**src/rtl/sloth_pid_pkg.sv**
```systemverilog
`default_nettype none
// sloth_pid_pkg: shared word type, 16-bit limits and the clip helper used by the sloth_pid blocks.
package sloth_pid_pkg;

  typedef logic signed [15:0] word_t;

  localparam word_t WORD_MAX = 16'sh7FFF;
  localparam word_t WORD_MIN = 16'sh8000;

  localparam int SAT_IN_W = 64;
  localparam logic signed [SAT_IN_W-1:0] SAT_HI = 64'sd32767;
  localparam logic signed [SAT_IN_W-1:0] SAT_LO = -64'sd32768;

  typedef struct packed {
    word_t val;
    logic  sat;
  } sat16_t;

  // Callers sign-extend their wide value to SAT_IN_W bits before clipping.
  function automatic sat16_t sat16(input logic signed [SAT_IN_W-1:0] v);
    sat16_t r;
    r.sat = 1'b1;
    r.val = WORD_MAX;
    if (v > SAT_HI) begin
      r.val = WORD_MAX;
    end else if (v < SAT_LO) begin
      r.val = WORD_MIN;
    end else begin
      r.val = v[15:0];
      r.sat = 1'b0;
    end
    return r;
  endfunction

endpackage
`default_nettype wire

```
**src/rtl/sloth_pid_satadd.sv**
```systemverilog
`default_nettype none
// sloth_pid_satadd: W-bit signed adder that clamps to the W-bit signed range instead of wrapping.
module sloth_pid_satadd #(
  parameter int W = 24
) (
  input  logic signed [W-1:0] i_a,
  input  logic signed [W-1:0] i_b,
  output logic signed [W-1:0] o_y
);

  logic signed [W:0] w_sum;

  assign w_sum = {i_a[W-1], i_a} + {i_b[W-1], i_b};

  // Overflow shows up as the two top bits of the widened sum disagreeing.
  always_comb begin
    o_y = w_sum[W-1:0];
    if (w_sum[W] != w_sum[W-1]) begin
      o_y = w_sum[W] ? {1'b1, {(W-1){1'b0}}} : {1'b0, {(W-1){1'b1}}};
    end
  end

endmodule
`default_nettype wire

```
**src/rtl/sloth_pid_accum.sv**
```systemverilog
`default_nettype none
// sloth_pid_accum: 2-stage PID combiner with saturating integrator and delivered-sample counter.
// Optional conditional anti-windup when SLOTH_PID_ANTIWINDUP_EN is defined.
module sloth_pid_accum
  import sloth_pid_pkg::*;
#(
  parameter int ACC_W   = 24,
  parameter int I_SHIFT = 4,
  parameter int D_SHIFT = 1
) (
  input  logic        clk,
  input  logic        rst_n,
  input  logic        clr,
  input  logic        in_valid,
  output logic        in_ready,
  input  word_t       in_y3,
  input  word_t       in_y2,
  input  word_t       in_y1,
  input  word_t       in_y0,
  output logic        out_valid,
  input  logic        out_ready,
  output word_t       out_data,
  output logic        out_sat,
  output logic [15:0] out_count
);

  localparam int SUM_W = ACC_W + 2;

  logic signed [ACC_W-1:0] r_acc;
  word_t                   r_p;
  logic signed [16:0]      r_d;
  logic                    r_s1_valid;
  logic                    r_s2_valid;
  word_t                   r_out_data;
  logic                    r_out_sat;
  logic [15:0]             r_count;

  logic                    w_en;
  logic                    w_accept;
  logic                    w_acc_upd;
  logic signed [ACC_W-1:0] w_y1_ext;
  logic signed [ACC_W-1:0] w_acc_next;
  logic signed [16:0]      w_d_new;
  logic signed [ACC_W-1:0] w_acc_sh;
  logic signed [16:0]      w_d_sh;
  logic signed [SUM_W-1:0] w_sum;
  sat16_t                  w_clip;

  assign w_en     = !r_s2_valid || out_ready;
  assign in_ready = w_en && !clr;
  assign w_accept = in_valid && in_ready;

  assign w_y1_ext = {{(ACC_W-16){in_y1[15]}}, in_y1};
  assign w_d_new  = {in_y2[15], in_y2} - {in_y3[15], in_y3};

  sloth_pid_satadd #(
    .W (ACC_W)
  ) u_int_add (
    .i_a (r_acc),
    .i_b (w_y1_ext),
    .o_y (w_acc_next)
  );

`ifdef SLOTH_PID_ANTIWINDUP_EN
  logic r_sat_last;
  logic w_skip;

  // Freeze only when the increment pushes further into the clip the last output hit.
  assign w_skip    = r_sat_last && (r_out_data[15] ? in_y1[15] : (!in_y1[15] && (in_y1 != '0)));
  assign w_acc_upd = w_accept && !w_skip;

  always_ff @(posedge clk) begin
    if (!rst_n || clr) begin
      r_sat_last <= 1'b0;
    end else if (w_en && r_s1_valid) begin
      r_sat_last <= w_clip.sat;
    end
  end
`else
  assign w_acc_upd = w_accept;
`endif

  // No accept can follow the stage-1 sample without moving it on, so r_acc is its post-update value.
  assign w_acc_sh = r_acc >>> I_SHIFT;
  assign w_d_sh   = r_d >>> D_SHIFT;
  assign w_sum    = {{(SUM_W-16){r_p[15]}}, r_p}
                  + {{2{w_acc_sh[ACC_W-1]}}, w_acc_sh}
                  + {{(SUM_W-17){w_d_sh[16]}}, w_d_sh};
  assign w_clip   = sat16({{(SAT_IN_W-SUM_W){w_sum[SUM_W-1]}}, w_sum});

  always_ff @(posedge clk) begin
    if (!rst_n) begin
      r_acc      <= '0;
      r_p        <= '0;
      r_d        <= '0;
      r_s1_valid <= 1'b0;
      r_s2_valid <= 1'b0;
      r_out_data <= '0;
      r_out_sat  <= 1'b0;
      r_count    <= '0;
    end else if (clr) begin
      r_acc      <= '0;
      r_s1_valid <= 1'b0;
      r_s2_valid <= 1'b0;
    end else begin
      if (w_acc_upd) begin
        r_acc <= w_acc_next;
      end
      if (w_en) begin
        r_s1_valid <= w_accept;
        if (w_accept) begin
          r_p <= in_y0;
          r_d <= w_d_new;
        end
        r_s2_valid <= r_s1_valid;
        if (r_s1_valid) begin
          r_out_data <= w_clip.val;
          r_out_sat  <= w_clip.sat;
        end
      end
      if (r_s2_valid && out_ready) begin
        r_count <= r_count + 16'd1;
      end
    end
  end

  assign out_valid = r_s2_valid;
  assign out_data  = r_out_data;
  assign out_sat   = r_out_sat;
  assign out_count = r_count;

endmodule
`default_nettype wire

```
**config.mk**
```make
export PLATFORM = sky130hd
export DESIGN_NAME = sloth_pid_accum
export DESIGN_NICKNAME = d
export VERILOG_FILES = /design/src/rtl/sloth_pid_pkg.sv /design/src/rtl/sloth_pid_satadd.sv /design/src/rtl/sloth_pid_accum.sv
export SDC_FILE = /design/constraint.sdc
export NUM_CORES = 1
export LEC_CHECK = 0
export BUFFER_PORTS_ARGS = -buffer_cell sky130_fd_sc_hd__buf_2
export CELL_PAD_IN_SITES_DETAIL_PLACEMENT = 1
export CELL_PAD_IN_SITES_GLOBAL_PLACEMENT = 1
export CORE_ASPECT_RATIO = 0.7
export CORE_MARGIN = 2
export CORE_UTILIZATION = 45
export CTS_BUF_LIST = sky130_fd_sc_hd__clkbuf_8
export DETAILED_ROUTE_END_ITERATION = 8
export GPL_TIMING_DRIVEN = 0
export PLACE_DENSITY_LB_ADDON = 0.3
export SYNTH_ARGS = -nofsm -noshare
export SYNTH_HDL_FRONTEND = slang
export SYNTH_SLANG_ARGS = --single-unit
```
**constraint.sdc**
```tcl
create_clock -name clk -period 5.05 [get_ports clk]
set_clock_uncertainty 0.1 [all_clocks]
set_input_delay 0.2525 -clock clk [delete_from_list [all_inputs] [get_ports clk]]
set_output_delay 0.2525 -clock clk [all_outputs]
set_load 0.01 [all_outputs]
```
==> impl_metrics.ini, run 1 <==
[outcome]
run_status = finished clean

[cts]
clock_path_buffers = 2
htreeDepth = 3
cts.sinks = 91
cts-resized-gates = 0
clk-insertion-delay-late_ps = 380
clockRootBuffer = clkbuf_8
path_clk_slew_ps = 100
cts_setup_buffers = 0
cts_tree = done
ctsHoldBuffers = 0
numCtsBuffers = 9

[finish]
final_nets = 1073
final_cell_mix = buf_2, dfxtp_1, nand2_1
drive_gt1_frac = 0.154
final_common_cell = buf_2
antenna_cells = 0
syn2layout_area_growth_pct = 13.9

[timing]
rsz0062_at_grt = false
hold_violations = 0
clock.fmax_ghz = 0.221
layout_min_cycle_time_ps = 4520
tightest_slew_ps = 853
fin_setup_tns_ps = 0
finalSetupViolCount = 0
finalMaxSlewViolations = 0
whs_ps = 14.2
slew_headroom = 0.430
fin_crit_sh = 0.895

[worst_setup_path]
path_delay_family = compound AO/OA/AOI/OAI gates
critPathLaunchType = flop
critPathRequiredTime_ps = 5230
cp-end-kind = flop
crit_fanout = 10
crit_path_frequent_cell = inv_1
r2r_end = out_data[9]
reg2reg_slack_ps = 530
cp_slowest_cell = fa_1
path_buf_inv = 4
worstPathArrival_ps = 4700
crit_chain = inv_1 > fa_1 > inv_1 > ha_1 > inv_1 > fa_1 > nand2b_1 > a21oi_1 > nor4_4 > o21ai_4 > a2111oi_0 > nand3b_1 > and3_2 > a41oi_2 > buf_2 > nor2_1 > o221a_1
critPathMaxStageDelay_ps = 490
reg2reg_depth = 17
rr_startpoint = r_acc[5]
critPathKind = flop to flop

[yosys]
ys_warn_count = 0
ys.flop_type = dfxtp_1
ys_seq_area_frac = 0.268
synth_edf_count = 0
synth_nets = 959
ys_seq_elements = 91
synthTopCellsByArea = dfxtp_1, ha_1, fa_1
synth_top_area_share = 0.268
synth_cell_types = 68
synth_top_area_cell = dfxtp_1
netlist_area_mm2 = 0.00681
async_flop_share = 0
synth_cells = 807
syn_avg_cell_area_um2 = 8.44

[global_routing]
grt_max_degree = 18
grtUsageTotal = 0.261
antenna_found_initial = 0
grt_pass1_vias = 6561
grt_pass1_wl_um = 33100
overflow = 0

[placement]
port_buffers = 103
place.gp.congestion = 0.866
dp_hpwl_um = 16700

[pwr]
power_uw = 1780
peakVddDrop_uv = 148
p_leak_uw = 0.00354
power_density_mw_per_mm2 = 229

[floorplanning]
ioPinCount = 104
initial_core_util = 0.463
dieArea_mm2 = 0.0161
core_area_mm2 = 0.0147
num_rows = 37
die_h_um = 107
die_w_um = 151

[min_path]
min_to = r_p[1]
hold_path.class = input port to flop
whs_path_depth = 3
worstHoldStart = in_y0[1]

[routing]
routed_via_density = 5.61
dr.pass1.iters = 4
dr_total_vias = 6289
wl_per_cell_um = 18.2
drc = 0
ant_nets = 0
drtIter0Drc = 272
drt_wl_total_um = 20500

[job]
maxCapViolCount = 0
==> worst max-delay path by stage <==
stage	start	end	slack (ps)	cells past startpoint
2_1_floorplan	r_acc[5]	out_data[6]	1290	17
3_3_place_gp	r_acc[5]	out_data[11]	800	17
3_5_place_dp	r_acc[5]	out_data[9]	640	17
4_1_cts	r_acc[5]	out_data[2]	590	17
5_1_grt	r_acc[5]	out_data[9]	350	17
6_report	r_acc[5]	out_data[9]	530	17
==> flip-flops by register name (all words and copies together) (netlist names) <==
register,count
out_count,16
out_data,16
out_sat,1
out_valid,1
r_acc,24
r_d,16
r_p,16
r_s1_valid,1
==> per-stage QoR <==
stage	cell area [um2]	utilization	cells	setup slack, ps
after floorplan	6810	-	807	1290
after global placement	7570	0.514	1105	796
after detailed placement	7570	0.514	1105	638
after CTS	7750	0.527	1121	594
after global routing	7750	0.527	1121	349
final	7750	0.527	1121	529
==> tightest hold or removal path: cells and delay by family <==
| family | cells | cell delay [ps] |
|---|---|---|
| buffers and inverters | 1 | 90 |
| AND/OR/NAND/NOR | 1 | 40 |
| AO/OA/AOI/OAI | 1 | 60 |
==> cell type report <==
type | count | area, um2
Multi-Input combinational cell | 647 | 4720
Clock inverter | 7 | 60.1
Buffer | 28 | 114
Timing Repair Buffer | 103 | 515
Fill cell | 1863 | 6970
Tap cell | 195 | 244
Clock buffer | 9 | 124
Inverter | 41 | 154
Sequential cell | 91 | 1820
==> where the power goes <==
part / internal (uW) / switching (uW) / total, uW / leakage (uW)
sequential: 744 / 26.7 / 770 / 0.000740
clock: 187 / 304 / 491 / 0.0000844
combinational: 214 / 301 / 515 / 0.00272
total: 1140 / 632 / 1780 / 0.00354
==> cells by family after synthesis <==
logic type,Yosys count,share of synthesized area
fa+ha+maj,85,0.181
buf+inv,69,0.0393
simple gates,254,0.183
flops,91,0.268
compound gates,246,0.248
mux,2,0.00294
xor+xnor,60,0.0783
==> metal layers <==
metal | global-route usage | share of wire
met1 | 0.360 | 0.48
met2 | 0.437 | 0.46
met3 | 0.0383 | 0.049
met4 | 0.0561 | 0.013
met5 | 0 | 0
==> cells in the mapped netlist, types with 20 or more instances <==
| library cell | instances |
|---|---|
| dfxtp_1 | 91 |
| nand2_1 | 83 |
| o21ai_0 | 70 |
| ha_1 | 60 |
| nor2_1 | 59 |
| a21oi_1 | 45 |
| inv_1 | 41 |
| xnor2_1 | 34 |
| and2_1 | 33 |
| xor2_1 | 25 |
| clkbuf_1 | 24 |
| fa_1 | 23 |
| a21boi_0 | 20 |
No activity file was read; power rests on OpenSTA's default activity.
==> inputs of run 2 (changes only) <==
Settings changed: BUFFER_PORTS_ARGS -buffer_cell sky130_fd_sc_hd__buf_2 to unset, CORE_UTILIZATION 45 to 50, DONT_BUFFER_PORTS set to 1, PLACE_DENSITY set to 0.94, PLACE_DENSITY_LB_ADDON 0.3 to unset.
==> run 2 against run 1 <==
Compared with the run above:
- core utilization rose by 3.3 points
- register-to-register slack got worse by 180 ps
- sequential share of layout area is 1.1 points higher
- first-iteration DRC count grew 11%
- count of clock-buffer cells in the layout did not move
- sequential power increased by 0.5%
- routed wire length up 4.7%
- cell count shrank 8.6%
- critical path type unchanged
- highest routed layer unchanged
- global-route usage rose by 3.6 points
- largest cell class unchanged
==> impl_metrics.ini, run 2 (same netlist as run 1, synthesis figures left out) <==
[global_routing]
grt_pass1_vias = 6603
grtUsageTotal = 0.298
grt_pass1_wl_um = 33800
antenna_found_initial = 0
overflow = 0
grt_max_degree = 18

[routing]
drc = 0
drtIter0Drc = 301
routed_via_density = 6.15
dr.pass1.iters = 5
wl_per_cell_um = 20.9
drt_wl_total_um = 21400
dr_total_vias = 6299
ant_nets = 0

[floorplanning]
dieArea_mm2 = 0.0146
num_rows = 35
core_area_mm2 = 0.0132
initial_core_util = 0.515
ioPinCount = 104
die_h_um = 102
die_w_um = 143

[pwr]
power.share.combinational = 0.284
switching_share = 0.361
power_density_mw_per_mm2 = 240
seqPwrFrac = 0.436
power_frac_clock = 0.280
p_int_uw = 1130
peakVddDrop_uv = 139
switchingPower_uw = 642
p_leak_uw = 0.00316

[min_path]
hold_path.class = input port to flop
min_to = out_count[1]
worstHoldStart = clr
whs_path_depth = 3

[cts]
cts_tree = done
htreeDepth = 3
cts.sinks = 91
numCtsBuffers = 9
path_clk_slew_ps = 100
clk-insertion-delay-late_ps = 390
clockRootBuffer = clkbuf_8
clock_path_buffers = 2
cts_setup_buffers = 0

[timing]
fin_ws_ps = 347
layout_min_cycle_time_ps = 4700
slew_headroom = 0.479
rsz0062_at_grt = false
finalMaxSlewViolations = 0
fin_setup_tns_ps = 0
tightest_slew_ps = 782
hold_violations = 0
clock.fmax_ghz = 0.213
finalSetupViolCount = 0
fin_crit_sh = 0.931

[placement]
port_buffers = 0
dp_hpwl_um = 16200
dp_slack_ps = 612
place.gp.congestion = 0.910

[worst_setup_path]
reg2reg_slack_ps = 350
critPathRequiredTime_ps = 5220
r2r_end = out_data[10]
rr_startpoint = r_acc[5]
critPathKind = flop to flop
cp-end-kind = flop
crit_fanout = 10
reg2reg_depth = 17
critPathLaunchType = flop
cp-startpoint = r_acc[5]
worstPathArrival_ps = 4870

[finish]
final_cell_mix = dfxtp_1, nand2_1, o21ai_0
final_core_utilization = 0.559
final_common_cell = dfxtp_1
syn2layout_area_growth_pct = 8.62
regMostFlops = r_acc
final_nets = 987
antenna_cells = 0
largest_reg_flops = 24
drive_gt1_frac = 0.0476

[outcome]
run_status = finished clean

[job]
maxCapViolCount = 0
==> run 2: cell count changes in the layout (fill, tap and decap cells not counted) <==
cell | previous run | this run
inv_6 | 2 | 1
dlygate4sd3_1 | 0 | 17
clkinvlp_4 | 3 | 2
buf_2 | 104 | 1
clkinv_4 | 1 | 3
==> run 2: cell type report <==
cell class	count	area (um2)
buffer	28	114
fill	1622	5830
inverter	41	154
sequential	91	1820
multi-input combinational	647	4720
clock inverter	7	61.3
tap	185	231
clock buffer	9	124
timing repair buffer	17	170
==> run 2: metrics by stage <==
stage | hold WS [ps] | instance area (um2) | total power, uW | instances
final | 100 | 7400 | 1780 | 1025
after global routing | 112 | 7400 | 1860 | 1025
after CTS | 101 | 7400 | 1770 | 1025
after detailed placement | 312 | 7040 | 1260 | 992
after global placement | 303 | 7040 | 1230 | 992
after floorplan | 297 | 6810 | 1140 | 807
==> run 2: what timing repair did <==
action,in CTS,in global routing
hold buffers,17,0
gates resized for setup,0,0
endpoints found under the hold margin,18,0
==> run 2: worst max-delay path: stages, from the launching register on <==
cell	delay, ps
dfxtp_1	420
inv_1	90
fa_1	470
inv_1	80
ha_1	240
inv_1	80
fa_1	410
nand2b_1	200
a21oi_1	370
nor4_4	120
o21ai_4	230
a2111oi_0	160
nand3b_1	230
and3_2	260
a41oi_2	460
buf_2	340
nor2_1	80
o221a_1	250
==> run 2: worst max path at each step <==
stage | to | slack, ps | cells past startpoint
global placement | out_data[2] | 850 | 17
finish | out_data[10] | 350 | 17
global route | out_data[10] | 150 | 17
CTS | out_data[10] | 440 | 17
detailed placement | out_data[10] | 610 | 17
floorplan | out_data[6] | 1290 | 17
==> run 2: power groups by stage <==
stage               sequential, uW  clock [uW]  combinational [uW]
floorplan                      779           0                 359
CTS                            773         501                 495
global placement               788           0                 444
global route                   777         523                 555
detailed placement             789           0                 473
finish                         774         497                 505
==> run 2: metal layers <==
layer	wire, um	track usage
met5	0	0
met4	588	0.0928
met3	1540	0.0794
met2	9990	0.505
met1	9300	0.373
